`src/rtl/fifo_sync_buffer.sv`:
```
// Single-clock FIFO with registered full/empty flags and word count.
// Define FIFO_SYNC_BUFFER_FWFT_EN for a first-word-fall-through read port.
module fifo_sync_buffer #(
  parameter int BYTE_WIDTH = 4,
  parameter int FIFO_DEPTH = 16
) (
  input  logic                            clk,
  input  logic                            rstn,
  input  logic                            wr_en,
  input  logic [BYTE_WIDTH*8-1:0]         wr_data,
  output logic                            wr_ack,
  output logic                            wr_full,
  input  logic                            rd_en,
  output logic [BYTE_WIDTH*8-1:0]         rd_data,
  output logic                            rd_valid,
  output logic                            rd_empty,
  output logic [$clog2(FIFO_DEPTH):0]     data_count
);

  localparam int DATA_W = BYTE_WIDTH * 8;
  localparam int AW     = $clog2(FIFO_DEPTH);
  localparam int CW     = AW + 1;

  logic [DATA_W-1:0] mem [FIFO_DEPTH];
  logic [AW-1:0]     wr_ptr;
  logic [AW-1:0]     rd_ptr;
  logic              accept;
  logic              pop;
  logic [CW-1:0]     count_nxt;

  assign accept = wr_en && !wr_full;

`ifdef FIFO_SYNC_BUFFER_FWFT_EN
  // Words still in memory, excluding the one presented in the prefetch register.
  logic [CW-1:0] mem_cnt;
  logic          load;

  assign pop     = rd_en && rd_valid;
  assign mem_cnt = data_count - CW'(rd_valid);
  assign load    = (mem_cnt != '0) && (!rd_valid || pop);
`else
  assign pop = rd_en && !rd_empty;
`endif

  always_comb begin
    count_nxt = data_count;
    if (accept && !pop)
      count_nxt = data_count + CW'(1);
    else if (pop && !accept)
      count_nxt = data_count - CW'(1);
  end

  // Storage array carries no reset; pointers define what is valid.
  always_ff @(posedge clk) begin
    if (accept)
      mem[wr_ptr] <= wr_data;
  end

  always_ff @(posedge clk or negedge rstn) begin
    if (!rstn) begin
      wr_ptr     <= '0;
      data_count <= '0;
      wr_full    <= 1'b0;
      rd_empty   <= 1'b1;
      wr_ack     <= 1'b0;
    end else begin
      wr_ack     <= accept;
      data_count <= count_nxt;
      wr_full    <= (count_nxt == CW'(FIFO_DEPTH));
      rd_empty   <= (count_nxt == '0);
      if (accept)
        wr_ptr <= wr_ptr + AW'(1);
    end
  end

`ifdef FIFO_SYNC_BUFFER_FWFT_EN
  // Prefetch register: refilled whenever it is empty or being acknowledged.
  always_ff @(posedge clk or negedge rstn) begin
    if (!rstn) begin
      rd_ptr   <= '0;
      rd_data  <= '0;
      rd_valid <= 1'b0;
    end else if (load) begin
      rd_data  <= mem[rd_ptr];
      rd_ptr   <= rd_ptr + AW'(1);
      rd_valid <= 1'b1;
    end else if (pop) begin
      rd_valid <= 1'b0;
    end
  end
`else
  always_ff @(posedge clk or negedge rstn) begin
    if (!rstn) begin
      rd_ptr   <= '0;
      rd_data  <= '0;
      rd_valid <= 1'b0;
    end else begin
      rd_valid <= pop;
      if (pop) begin
        rd_data <= mem[rd_ptr];
        rd_ptr  <= rd_ptr + AW'(1);
      end
    end
  end
`endif

endmodule

```
`config.mk`:
```
export PLATFORM = sky130hd
export DESIGN_NAME = fifo_sync_buffer
export DESIGN_NICKNAME = d
export VERILOG_FILES = /design/src/rtl/fifo_sync_buffer.sv
export SDC_FILE = /design/constraint.sdc
export NUM_CORES = 1
export LEC_CHECK = 0
export ABC_AREA = 1
export BUFFER_PORTS_ARGS = -buffer_cell sky130_fd_sc_hd__buf_4
export CORE_MARGIN = 3
export CORE_UTILIZATION = 50
export DETAILED_ROUTE_END_ITERATION = 8
export PLACE_DENSITY_LB_ADDON = 0.08
export SETUP_SLACK_MARGIN = 0.5
export SLEW_MARGIN = 20
export SYNTH_ARGS = -nofsm -noshare
export SYNTH_HDL_FRONTEND = slang
export SYNTH_SLANG_ARGS = --single-unit
```
`constraint.sdc`:
```
create_clock -name clk -period 3.05 [get_ports clk]
set_clock_uncertainty 0.05 [all_clocks]
set_input_delay 0.1525 -clock clk [delete_from_list [all_inputs] [get_ports clk]]
set_output_delay 0.1525 -clock clk [all_outputs]
set_load 0.03 [all_outputs]
```
==> results.toml, run 1 <==
[global_route]
grt_pass1_vias = 14220
track_usage = 0.2410
grt_max_degree = 140
grt.overflow.total = 0
grt_pass1_wl_mm = 86.67
antenna_found_initial = 0

[timing]
period_share = 0.7374
rsz0062_at_grt = "false"
setup_viol = 0
maxSlewViolCount = 0
final.min_clock_period_ns = 2.249
fin_hold_ws_ns = 0.1655
maxSlewHeadroom = 0.3161
postLayoutSetupSlackWorst_ns = 0.8008
final-hold-violation-count = 0
fmax_mhz = 444.6
tns_ns = 0
worst_pin_slew_ns = 1.024

[cells_and_area]
postLayoutCoreUtil = 0.5905
fin_nets = 2090
drive_above_1_share = 0.1139
diodes = 0
synthToLayoutAreaGrowth_pct = 15.79

[setup_path]
worstSetupPathType = "reg2reg"
cp-end-kind = "flop"
rr_worst_depth = 5
path_max_fanout = 14
regToRegEndpoint = "mem[11][16]"
reg2reg_slack_ns = 0.80
cp.required_ns = 3.33
start_kind = "flop"
arrival_ns = 2.53
crit_start = "wr_full"
crit_end = "mem[11][16]"
r2r_start = "wr_full"

[placed_design]
hpwl_mm = 29.24
io_buffers = 76
post-place-ws_ns = 0.7984
place.gp.congestion = 0.7841

[detailed_routing]
viasPerCell = 5.425
first_iter_violations = 1414
routed_wl_mm = 57.02
final_antenna_net_count = 0
drc_errors = 0
wl_per_cell_um = 21.20
first_pass_iters = 5
vias = 14590

[floorplan]
die_h_um = 219.1
die_x_um = 219.1
initial_core_util = 0.5099
die-area_um2 = 47990
pin_count = 77
rows = 77
core_region_area_um2 = 44510

[yosys]
yosys-top-cells-area = "edfxtp_1, nand2_1, nand3_1"
synthTopCellsByCount = "nand2_1, edfxtp_1, nand3_1"
ys_seq_area_frac = 0.7315
ys_types = 21
yosys.area.top_type = "edfxtp_1"
yosysWarnings = 0
synthArstFlopShare = 0.08734
yosysMostFrequentCell = "nand2_1"
syn_area_um2 = 22700
synth_ff_type = "edfxtp_1"
synth_edf_count = 512
synth_top_area_frac = 0.6774
syn_area_per_cell_um2 = 11.69
synth_cells = 1942
synth-seq-cells = 561
syn_nets = 1985

[power_and_ir_drop]
finalPower_uw = 25510
power.density_cell_area_nw_per_um2 = 970.5
vdd_drop_max_uv = 661.4
p_leak_uw = 0.01007

[hold_path]
holdCritPathClass = "in2async"

[clock_network]
cts-root-buf = "clkbuf_16"
ctsHtreeMaxLevel = 2
cts.sinks = 561
clockBufferDepth = 3
clk_pin_slew_worst_paths_ns = 0.06
numCtsBuffers = 59
insertion_delay_ns = 0.62
cts_tree = "done"

[run]
maxCapViolations = 0

[status]
status = "complete, no violations"
==> layout by cell type (no fill, tap or decap), drive strengths merged <==
master	count
ha	7
buf	123
dfrtp	48
nor2	26
bufinv	3
clkinv	18
dlygate4sd3	35
nand2	802
nand4	3
nand3	396
clkinvlp	2
clkbuf	86
edfxtp	512
inv	25
xor2	8
dfstp	1
nand3b	1
o21ai	2
==> power by group <==
| part | internal [µW] | total [µW] | switching, µW |
|---|---|---|---|
| Sequential | 9390 | 9760 | 369 |
| Clock | 4120 | 7030 | 2910 |
| Combinational | 2570 | 8720 | 6150 |
| Total | 16100 | 25500 | 9430 |
==> worst max-delay path, stage by stage, from the launching register on <==
cell	delay, ns
dfrtp_1	0.39
nor2_1	0.14
buf_4	0.22
nand2_1	0.29
nor2_4	0.60
buf_4	0.27
==> metrics by stage <==
stage | instance area, µm² | instances
2_1_floorplan | 22710 | 1942
3_3_place_gp | 24010 | 2543
3_5_place_dp | 24010 | 2543
4_1_cts | 26280 | 2690
5_1_grt | 26280 | 2690
6_report | 26280 | 2690
==> final cells by class <==
type / count / area [µm²]
fillers: 3614 / 18230
flip-flops and latches: 561 / 16610
multi-input cells: 1245 / 5414
clock buffers: 86 / 1699
repair buffers: 158 / 1499
well taps: 592 / 740.7
clock inverters: 26 / 226.5
inverters: 22 / 90.09
==> state kept, by name (all words and copies together) (netlist names) <==
name / cells
rd_data: 32
rd_empty: 1
wr_full: 1
wr_ptr: 4
mem: 512
rd_valid: 1
rd_ptr: 4
data_count: 5
wr_ack: 1
==> routing by layer <==
metal / wire (µm) / track usage / part of all wire
met4: 1667 / 0.08620 / 0.029
met3: 3365 / 0.03420 / 0.059
met1: 25430 / 0.3497 / 0.45
met2: 26560 / 0.3759 / 0.47
met5: 0 / 0 / 0
==> cells by family (layout without fill, tap and decap cells) <==
| family | count (synthesis) | in the layout | synth area share |
|---|---|---|---|
| simple gates | 1228 | 1228 | 0.2255 |
| flops | 561 | 561 | 0.7315 |
| buf+inv | 136 | 292 | 0.03561 |
| xor+xnor | 8 | 8 | 0.003087 |
| fa+ha+maj | 7 | 7 | 0.003859 |
| compound gates | 2 | 2 | 0.0004410 |
==> what timing repair did <==
action                    4_1_cts  5_1_grt
hold endpoints to repair      572        0
buffers inserted                0        0
resized for setup               0        0
hold buffers                   35        0
==> worst min path at each step <==
stage          slack (ns)             to  depth (start not counted)  startpoint
2_1_floorplan       -0.19  data_count[0]                          0        rstn
3_3_place_gp         0.26    rd_data[29]                          1        rstn
3_5_place_dp         0.27    rd_data[29]                          1        rstn
4_1_cts              0.16     rd_data[5]                          2        rstn
5_1_grt              0.21     rd_data[2]                          2        rstn
6_report             0.17    rd_data[28]                          2        rstn
Power figures use the tool's default switching activity.
==> inputs of run 2 (changes only) <==
Clock period 3.05 ns to 1.9 ns, I/O delays scaled along.
==> results.toml, run 2 (synthesis gave the netlist of run 1 again) <==
[timing]
worst_pin_slew_ns = 0.6382
final-hold-violation-count = 0
maxSlewViolCount = 0
period_share = 0.9335
maxSlewHeadroom = 0.5745
tns_ns = 0
rsz0062_at_grt = "true"
fin_hold_ws_ns = 0.1418
fmax_mhz = 563.8
setup_viol = 0
final.min_clock_period_ns = 1.774

[global_route]
track_usage = 0.2802
grt_pass1_wl_mm = 97.68
grt_pass1_vias = 14780
antenna_found_initial = 0
grt_max_degree = 75
grt.overflow.total = 0

[detailed_routing]
wl_per_cell_um = 25.70
viasPerCell = 5.755
vias = 16600
routed_wl_mm = 74.14
final_antenna_net_count = 0
first_pass_iters = 6
first_iter_violations = 2107
drc_errors = 0

[run]
maxCapViolations = 0

[clock_network]
cts_tree = "done"
numCtsBuffers = 57
clockBufferDepth = 3
insertion_delay_ns = 0.62
clk_pin_slew_worst_paths_ns = 0.06
ctsHtreeMaxLevel = 2
cts-root-buf = "clkbuf_16"
cts.sinks = 561

[floorplan]
initial_core_util = 0.5099
rows = 77
core_region_area_um2 = 44510
die-area_um2 = 47990
pin_count = 77
die_x_um = 219.1
die_h_um = 219.1

[placed_design]
io_buffers = 76
hpwl_mm = 29.40
place.gp.congestion = 0.7849

[cells_and_area]
layout_common_cells = "nand2_1, edfxtp_1, nand3_1"
drive_above_1_share = 0.2621
postLayoutCoreUtil = 0.7018
regArea_um2 = 16620
largest_reg_flops = 512
synthToLayoutAreaGrowth_pct = 37.64
multiInputGateArea_um2 = 6264
layout_commonest_cell = "nand2_1"
fin_nets = 2288
fillers = 3013
top_register = "mem"
reg_top3 = "mem (512), rd_data (32), data_count (5)"
diodes = 0

[setup_path]
start_kind = "flop"
arrival_ns = 2.22
worstSetupPathType = "reg2reg"
cp-end-kind = "flop"
cp.required_ns = 2.34
path_max_fanout = 7

[hold_path]
holdCritPathClass = "in2reg"

[status]
status = "complete, no violations"

[power_and_ir_drop]
p_leak_uw = 0.01213
vdd_drop_max_uv = 1180
power.density_cell_area_nw_per_um2 = 1556
## run 2: cell count changes in the layout (fill, tap and decap cells not counted), moves of 14 or more
cell | previous run | this run
nand2_2 | 1 | 50
clkbuf_16 | 60 | 97
buf_6 | 0 | 56
nand3_1 | 396 | 317
buf_4 | 105 | 91
nand2_1 | 801 | 729
buf_16 | 0 | 59
nand3_2 | 0 | 76
buf_12 | 18 | 66
nand2_4 | 0 | 18
## run 2: where the power goes
part           switching, µW  internal, µW  leakage [µW]
logic                  13100          9200       0.00608
clock network           4690          5830      0.000846
registers                712         15100       0.00521
total                  18500         30100        0.0121
## run 2: repair_timing
action | CTS | global route
resized for setup | 153 | 202
endpoints found under the setup margin | 555 | 563
cloned | 47 | 44
setup buffers | 79 | 11
endpoints found under the hold margin | 573 | 0
pin swaps | 18 | 126
hold buffers | 36 | 0
## run 2: final cells by class
| type | count | share of cell area |
|---|---|---|
| Multi-Input combinational cell | 1245 | 0.2005 |
| Clock inverter | 32 | 0.005928 |
| Tap cell | 592 | 0.02371 |
| Sequential cell | 561 | 0.5321 |
| Clock buffer | 75 | 0.04947 |
| Timing Repair inverter | 2 | 0.001322 |
| Timing Repair Buffer | 356 | 0.1834 |
| Inverter | 22 | 0.003565 |
## run 2: stage by stage
step           worst slack, ns  std cells  area (µm²)  total power [µW]
2_1_floorplan          0.06253       1942       22870             25830
3_3_place_gp            0.1753       2561       24590             30410
3_5_place_dp            0.1490       2561       24590             30550
4_1_cts                 0.1951       2830       29240             44740
5_1_grt                0.04140       2885       31240             50720
6_report                0.1264       2885       31240             48620
## run 2: worst max-delay path, cell delays in order, from the launching register on
cell       delay [ns]
dfrtp_4          0.47
buf_12           0.15
clkinv_16        0.09
buf_12           0.15
buf_16           0.13
nand2_1          0.05
nand3_1          0.08
nand3_1          0.11
nand2_1          0.06
nand2_1          0.07
nand2_1          0.08
nand2_1          0.08
nand2_1          0.07
## run 2: metal layers
layer / vias to the layer above / share of wire / GRT usage
met5: - / 0.00067 / 0.008333
met4: 2 / 0.044 / 0.09916
met3: 185 / 0.095 / 0.04860
met2: 953 / 0.47 / 0.4427
met1: 8114 / 0.39 / 0.3953
li1: 7348 / - / -
## run 2: worst paths after layout
| kind | slack (ns) | cells past startpoint | from | to |
|---|---|---|---|---|
| max | 0.13 | 12 | rd_ptr[0] | rd_data[9] |
| min | 0.14 | 6 | wr_en | wr_ack |
| max reg2reg | 0.13 | 12 | rd_ptr[0] | rd_data[9] |
| min reg2reg | 0.43 | 2 | rd_data[27] | rd_data[27] |
| max in group asynchronous | 0.57 | 4 | rstn | rd_empty |
| min in group asynchronous | 0.55 | 3 | rstn | rd_data[0] |
==> inputs of run 3 (changes only) <==
Clock period 1.9 ns to 2.16 ns, I/O delays scaled along.
==> results.toml, run 3 (synthesis gave the netlist of run 1 again) <==
[status]
status = "complete, no violations"

[global_route]
grt.overflow.total = 0
grt_pass1_vias = 15050
grt_pass1_wl_mm = 91.49
track_usage = 0.2549
antenna_found_initial = 0
grt_max_degree = 94

[cells_and_area]
drive_above_1_share = 0.1853
reg_top3 = "mem (512), rd_data (32), data_count (5)"
layout_commonest_cell = "nand2_1"
top_register = "mem"
synthToLayoutAreaGrowth_pct = 26.34
largest_reg_flops = 512
layout_common_cells = "nand2_1, edfxtp_1, nand3_1"
diodes = 0
regArea_um2 = 16610
fillers = 3327
final_cell_count_no_fill = 2767
multiInputGateArea_um2 = 5823
fin_nets = 2169

[placed_design]
io_buffers = 76
place.gp.congestion = 0.7692
hpwl_mm = 28.08
dp_cells = 2544

[setup_path]
arrival_ns = 2.21
cp.required_ns = 2.61
reg2reg_slack_ns = 0.39
cp-end-kind = "flop"
rr_worst_depth = 12
regToRegEndpoint = "rd_data[8]"
r2r_start = "rd_ptr[0]"
start_kind = "flop"
path_max_fanout = 6
worstSetupPathType = "reg2reg"

[timing]
setup_viol = 0
rsz0062_at_grt = "true"
period_share = 0.8187
final-hold-violation-count = 0
worst_pin_slew_ns = 0.8330
tns_ns = 0
fmax_mhz = 565.5
maxSlewHeadroom = 0.4447
maxSlewViolCount = 0
final.min_clock_period_ns = 1.768

[power_and_ir_drop]
p_leak_uw = 0.01105
vdd_drop_max_uv = 1070
power.density_cell_area_nw_per_um2 = 1432

[detailed_routing]
drc_errors = 0
wl_per_cell_um = 23.38
routed_wl_mm = 64.68
first_iter_violations = 1477
first_pass_iters = 6
vias = 15510
viasPerCell = 5.606
final_antenna_net_count = 0

[hold_path]
holdCritPathClass = "in2async"

[floorplan]
core_region_area_um2 = 44510
die_h_um = 219.1
pin_count = 77
initial_core_util = 0.5099
die-area_um2 = 47990
die_x_um = 219.1
rows = 77

[clock_network]
cts-root-buf = "clkbuf_16"
insertion_delay_ns = 0.61
numCtsBuffers = 57
clockBufferDepth = 3
cts.sinks = 561
cts_tree = "done"
clk_pin_slew_worst_paths_ns = 0.06
ctsHtreeMaxLevel = 2

[run]
maxCapViolations = 0
## run 3: cell count changes in the layout (fill, tap and decap cells not counted), sizes merged
cell	previous run	this run
buf	281	178
bufinv	1	5
clkinvlp	2	1
dlygate4sd3	36	35
clkinv	31	30
inv	22	21
clkbuf	114	99
## run 3: final cells by class
class | instances | area share
clock buffer | 74 | 0.05450
sequential | 561 | 0.5794
inverter | 22 | 0.003971
timing repair buffer | 238 | 0.1225
timing repair inverter | 1 | 0.001047
multi-input combinational | 1245 | 0.2031
clock inverter | 34 | 0.009643
tap | 592 | 0.02583
## run 3: layer usage
layer	vias up	global-route usage	routed length (µm)
met5	-	0	0
met4	0	0.07367	1537
met3	113	0.04126	4623
met2	571	0.4194	30890
met1	7739	0.3546	27620
li1	7089	-	-
## run 3: how the worst max path moves through the flow
| stage | end | start | cells past startpoint | slack (ns) |
|---|---|---|---|---|
| 5_1_grt | rd_data[1] | rd_ptr[0] | 12 | 0.31 |
| 3_3_place_gp | rd_data[15] | rd_ptr[0] | 9 | 0.35 |
| 2_1_floorplan | mem[0][0] | wr_full | 4 | 0.32 |
| 4_1_cts | rd_data[24] | rd_ptr[0] | 11 | 0.44 |
| 3_5_place_dp | rd_data[15] | rd_ptr[0] | 9 | 0.34 |
| 6_report | rd_data[8] | rd_ptr[0] | 12 | 0.39 |
## run 3: power by group
part	total, µW	switching, µW	internal [µW]
Clock	9710	4050	5660
Sequential	13900	619	13300
Combinational	17500	10700	6790
Total	41100	15300	25700
## run 3: repair_timing
item	4_1_cts	5_1_grt
buffers inserted	14	15
gates cloned	22	29
endpoints found under the hold margin	566	0
hold buffers	35	0
endpoints found under the setup margin	498	228
resized for setup	55	101
pin swaps	11	88
## run 3: worst max-delay path, cell delays in order, from the launching register on
cell	delay (ns)
dfrtp_4	0.44
buf_12	0.18
clkinv_16	0.09
buf_12	0.14
clkbuf_16	0.15
nand2_1	0.07
nand3_1	0.08
nand3_1	0.09
nand2_1	0.06
nand2_1	0.07
nand2_1	0.08
nand2_2	0.09
nand2_1	0.06
## run 3: per-stage QoR
step                      hold slack, ns  power, µW  cell area (µm²)  setup slack (ns)    util
after global placement            0.2097      26420            24260            0.3469  0.5451
after detailed placement          0.2031      26560            24260            0.3388  0.5451
after floorplan                  -0.2376      22710            22870            0.3225       -
after global routing              0.1195      43040            28680            0.3076  0.6442
final                            0.08166      41050            28680            0.3916  0.6442
after CTS                         0.1087      38810            27420            0.4432  0.6160
